### config.mk
export PLATFORM = sky130hd
export DESIGN_NAME = comparator_pipe
export DESIGN_NICKNAME = d
export VERILOG_FILES = /design/src/rtl/comparator_pipe.sv
export SDC_FILE = /design/constraint.sdc
export NUM_CORES = 1
export LEC_CHECK = 0
export CAP_MARGIN = 10
export CORE_MARGIN = 5
export CORE_UTILIZATION = 25
export CTS_CLUSTER_DIAMETER = 60
export DETAILED_ROUTE_END_ITERATION = 7
export PLACE_DENSITY = 0.64
export REMOVE_ABC_BUFFERS = 1
export SLEW_MARGIN = 20
export SYNTH_ARGS = -nofsm -noshare
export SYNTH_HDL_FRONTEND = slang
export SYNTH_SLANG_ARGS = --single-unit
### constraint.sdc
create_clock -name clk -period 3.1 [get_ports clk]
set_input_delay 0.465 -clock clk [delete_from_list [all_inputs] [get_ports clk]]
set_output_delay 0.465 -clock clk [all_outputs]
set_load 0.02 [all_outputs]
### src/rtl/comparator_pipe.sv
// -----------------------------------------------------------------------------
// comparator_pipe
//   Two-stage masked unsigned comparator with valid/ready handshake and a
//   saturating counter of delivered matches.
//
//   Stage 1 registers per-byte equal / less-than flags of the masked operands
//   together with the compare mode. Stage 2 reduces the byte flags to a full
//   width eq / lt result and evaluates the mode to produce out_match.
//
// Ports
//   clk        sole clock, rising edge
//   rst_n      asynchronous active-low reset
//   in_valid   operand set presented
//   in_ready   pipeline can accept an operand set this cycle
//   in_a/in_b  operands (WIDTH bits, unsigned)
//   in_mask    per-bit compare enable (1 = bit takes part)
//   in_mode    00 EQ, 01 NE, 10 LT (A<B), 11 GE (A>=B)
//   out_valid  result present
//   out_ready  downstream accepts result
//   out_match  result of the mode captured with the operand set
//   out_eq     masked A == masked B
//   out_lt     masked A <  masked B
//   cnt_clr    synchronous clear of match_cnt (wins over increment)
//   match_cnt  saturating count of delivered results with out_match = 1
// -----------------------------------------------------------------------------
module comparator_pipe #(
  parameter int WIDTH = 64,
  parameter int CNT_W = 16
) (
  input  logic             clk,
  input  logic             rst_n,
  input  logic             in_valid,
  output logic             in_ready,
  input  logic [WIDTH-1:0] in_a,
  input  logic [WIDTH-1:0] in_b,
  input  logic [WIDTH-1:0] in_mask,
  input  logic [1:0]       in_mode,
  output logic             out_valid,
  input  logic             out_ready,
  output logic             out_match,
  output logic             out_eq,
  output logic             out_lt,
  input  logic             cnt_clr,
  output logic [CNT_W-1:0] match_cnt
);

  localparam int NCH = WIDTH / 8;

  localparam logic [1:0] MODE_EQ = 2'b00;
  localparam logic [1:0] MODE_NE = 2'b01;
  localparam logic [1:0] MODE_LT = 2'b10;

  function automatic logic [CNT_W-1:0] sat_inc(input logic [CNT_W-1:0] v);
    if (&v) return v;
    return v + {{(CNT_W-1){1'b0}}, 1'b1};
  endfunction

  function automatic logic mode_match(input logic [1:0] mode, input logic eq, input logic lt);
    case (mode)
      MODE_EQ: return eq;
      MODE_NE: return !eq;
      MODE_LT: return lt;
      default: return !lt;
    endcase
  endfunction

  logic             w_adv;
  logic [WIDTH-1:0] w_ma;
  logic [WIDTH-1:0] w_mb;
  logic [NCH-1:0]   w_ceq;
  logic [NCH-1:0]   w_clt;
  logic             w_eq;
  logic             w_lt;

  logic             r_vld_p1;
  logic [NCH-1:0]   r_ceq_p1;
  logic [NCH-1:0]   r_clt_p1;
  logic [1:0]       r_mode_p1;

  logic             r_vld_p2;
  logic             r_match_p2;
  logic             r_eq_p2;
  logic             r_lt_p2;
  logic [CNT_W-1:0] r_cnt;

  // The whole pipeline moves together; it only freezes while a result sits
  // at the output unaccepted, so in_ready follows out_ready combinationally.
  assign w_adv    = !(r_vld_p2 && !out_ready);
  assign in_ready = w_adv;

  assign w_ma = in_a & in_mask;
  assign w_mb = in_b & in_mask;

  // ---- stage 0 -> 1 : per-byte flags of the masked operands ----
  always_comb begin
    w_ceq = '0;
    w_clt = '0;
    for (int c = 0; c < NCH; c++) begin
      w_ceq[c] = (w_ma[c*8 +: 8] == w_mb[c*8 +: 8]);
      w_clt[c] = (w_ma[c*8 +: 8] <  w_mb[c*8 +: 8]);
    end
  end

  always_ff @(posedge clk or negedge rst_n) begin
    if (!rst_n) begin
      r_vld_p1 <= 1'b0;
    end else if (w_adv) begin
      r_vld_p1 <= in_valid;
    end
  end

  always_ff @(posedge clk) begin
    if (w_adv) begin
      r_ceq_p1  <= w_ceq;
      r_clt_p1  <= w_clt;
      r_mode_p1 <= in_mode;
    end
  end

  // ---- stage 1 -> 2 : reduce byte flags, evaluate mode ----
  // Ascending scan: the highest unequal byte is the last to write w_lt and
  // therefore decides the ordering.
  always_comb begin
    w_eq = 1'b1;
    w_lt = 1'b0;
    for (int c = 0; c < NCH; c++) begin
      w_eq = w_eq & r_ceq_p1[c];
      if (!r_ceq_p1[c]) w_lt = r_clt_p1[c];
    end
  end

  always_ff @(posedge clk or negedge rst_n) begin
    if (!rst_n) begin
      r_vld_p2   <= 1'b0;
      r_match_p2 <= 1'b0;
      r_eq_p2    <= 1'b0;
      r_lt_p2    <= 1'b0;
    end else if (w_adv) begin
      r_vld_p2   <= r_vld_p1;
      r_match_p2 <= mode_match(r_mode_p1, w_eq, w_lt);
      r_eq_p2    <= w_eq;
      r_lt_p2    <= w_lt;
    end
  end

  // ---- output : match counter on delivered results ----
  always_ff @(posedge clk or negedge rst_n) begin
    if (!rst_n) begin
      r_cnt <= '0;
    end else if (cnt_clr) begin
      r_cnt <= '0;
    end else if (r_vld_p2 && out_ready && r_match_p2) begin
      r_cnt <= sat_inc(r_cnt);
    end
  end

  assign out_valid = r_vld_p2;
  assign out_match = r_match_p2;
  assign out_eq    = r_eq_p2;
  assign out_lt    = r_lt_p2;
  assign match_cnt = r_cnt;

endmodule
==> run_results.csv <==
group,metric,value,unit
drt,dr.pass1.iters,4,
drt,route.detailed.drc,0,
global_routing,grt_pass1_wl,18400,um
global_routing,grt_start_max_net_pins,24,
global_routing,grt.overflow.total,0,
timing,slew_headroom,59.0,%
die,num_io_pins,220,
placed_design,placed_area,6140,um2
die,die_x,132,um
layout,drive_gt1_share,2.63,%
drt,vias,3797,
synth,ys_seq_elements,39,
layout,area_growth,69.0,%
timing,worst_pin_slew,0.613,ns
die,rows,44,
die,coreArea,14600,um2
outcome,status,"finished, final reports clean",
clocking,htreeDepth,2,
worst_setup_path,cp_max_fo,8,
worst_setup_path,cp.required,2.63,ns
hold_path,min_path_type,"in -> async",
global_routing,grt_pass1_vias,4179,
power_and_ir_drop,p_leak,2.69,nW
synth,synth_top_area_share,21.8,%
drt,ant_nets,0,
placed_design,post-dp-hpwl,10200,um
die,die_h,132,um
synth,yosysTopAreaCell,"ha_1",
timing,slew_viol_final,0,
placed_design,gp_congestion,0.831,
timing,min_period_over_period,81.7,%
layout,stdcell_area,6300,um2
clocking,cts_resized,0,
clocking,post_cts_buffers,0,
power_and_ir_drop,p_per_area,284,nW/um2
power_and_ir_drop,ir_worst_vdd,0.170,mV
synth,synthCells,423,
worst_setup_path,critPathKind,"in -> out",
synth,ys_async_sr_fraction,53.8,%
synth,synth_flop_cell,"dfrtp_1",
clocking,clock_path_buffers,2,
layout,final_common_cell,"clkdlybuf4s50_1",
clocking,cts_buffers,5,
clocking,cts_root_buffer,"clkbuf_16",
drt,routed_wl,11100,um
clocking,cts_hold_buf,0,
timing,finalSetupTns,0,ns
synth,synth_edf_count,18,
layout,nets,910,
layout,n_antenna_cell,0,
timing,finalSetupViolations,0,
synth,synth_cell_types,43,
drt,wl_per_cell,13.4,um
synth,synth-seq-area-share,28.6,%
synth,avgSynthCellArea,8.82,um2
drt,dr.first_iter.drc_count,102,
clocking,insertion_delay,0.28,ns
synth,synth_area,3730,um2
global_routing,grtUsageTotal,12.3,%
timing,fin_crit,2.53,ns
synth,synth_area_leaders,"ha_1, edfxtp_1, dfrtp_1",
worst_setup_path,cp-start-kind,"input pin",
timing,skew,0.00625,ns
layout,final_cell_mix,"clkdlybuf4s50_1, nand2_1, and2_1",
worst_setup_path,crit_path_end_kind,"output pin",
timing,rsz0062_at_grt,"false",
placed_design,port_buffers,219,
die,die_area,17500,um2
timing,fmaxAchievable,395,MHz
clocking,cts_tree,"built",
worst_setup_path,worst-endpoint-arrival,2.07,ns
clocking,cts.sinks,39,
job,max_cap_violations,0,
global_routing,antenna_found_initial,0,
drt,viasPerCell,4.57,
die,start_util,25.6,%
clocking,clk_pin_slew,0.06,ns
timing,finalHoldViolCount,0,
synth,yosys_warnings,0,
cells in the mapped netlist, types with 4 or more instances:
cell type and n:
nand2b_1 13, ha_1 65, nand4_1 20, nand3_1 8, nand2_1 71, nor2_1 26, o21a_1 8, xnor2_1 4
nor2b_1 9, and2_1 66, a21oi_1 21, dfrtp_1 21, xor2_1 10, o21ai_0 10, a21o_1 16, edfxtp_1 18
cell families after synthesis:
kind of cell,share of synthesized area (%)
AND/OR/NAND/NOR,34.2
AO/OA/AOI/OAI,11.2
adder cells (fa/ha/maj),21.8
flip-flops,28.6
XOR/XNOR,3.29
buffers and inverters,0.637
multiplexers,0.268
worst paths after layout:
| path | from | endpoint | slack, ns | depth (start not counted) |
|---|---|---|---|---|
| setup reg to reg | match_cnt[12] | match_cnt[1] | 1.41 | 5 |
| hold / removal | rst_n | match_cnt[9] | 0.14 | 1 |
| max in group asynchronous | rst_n | out_lt | 2.63 | 1 |
| setup / recovery | out_ready | in_ready | 0.57 | 4 |
| hold reg to reg | r_vld_p1 | r_vld_p1 | 0.47 | 2 |
| min in group clk | r_vld_p1 | r_vld_p1 | 0.47 | 2 |
cell type report:
| cell class | count | area (um2) |
|---|---|---|
| clock buffers | 7 | 164 |
| repair buffers | 220 | 2190 |
| fillers | 1444 | 8290 |
| flip-flops and latches | 39 | 1070 |
| multi-input cells | 379 | 2640 |
| well taps | 184 | 230 |
| clock inverters | 1 | 5.00 |
| inverters | 1 | 3.75 |
report_power, final:
part / internal (mW) / switching [mW]
Sequential: 0.594 / 0.0292
Clock: 0.367 / 0.194
Combinational: 0.383 / 0.220
Total: 1.35 / 0.443
layer usage:
metal | vias up | wire length, um | track usage (%)
met2 | 132 | 5870 | 23.9
li1 | 1964 | - | -
met3 | 7 | 837 | 3.74
met4 | 0 | 79 | 1.49
met1 | 1694 | 4340 | 13.4
met5 | - | 0 | 0
registers in the layout, indices dropped and copies added (netlist names):
register and count:
match_cnt 16, r_ceq_p1 8, r_clt_p1 8, r_mode_p1 2, out_eq 1, out_lt 1, out_match 1, out_valid 1
r_vld_p1 1
through the flow:
stage	worst slack (ns)	power [mW]	utilization, %	hold slack [ns]	cells
finish	0.568	1.79	43.2	0.139	831
CTS	0.555	1.82	43.2	0.473	831
detailed placement	0.575	1.25	42.1	0.459	823
global placement	0.573	1.23	42.1	0.449	823
global route	0.426	1.91	43.2	0.178	831
floorplan	1.38	0.882	-	0.169	419
worst max-delay path: stages:
cell	delay (ns)
clkdlybuf4s50_1	0.45
nor2b_1	0.42
inv_1	0.13
clkdlybuf4s50_1	0.60
No activity file was read; power rests on OpenSTA's default activity.
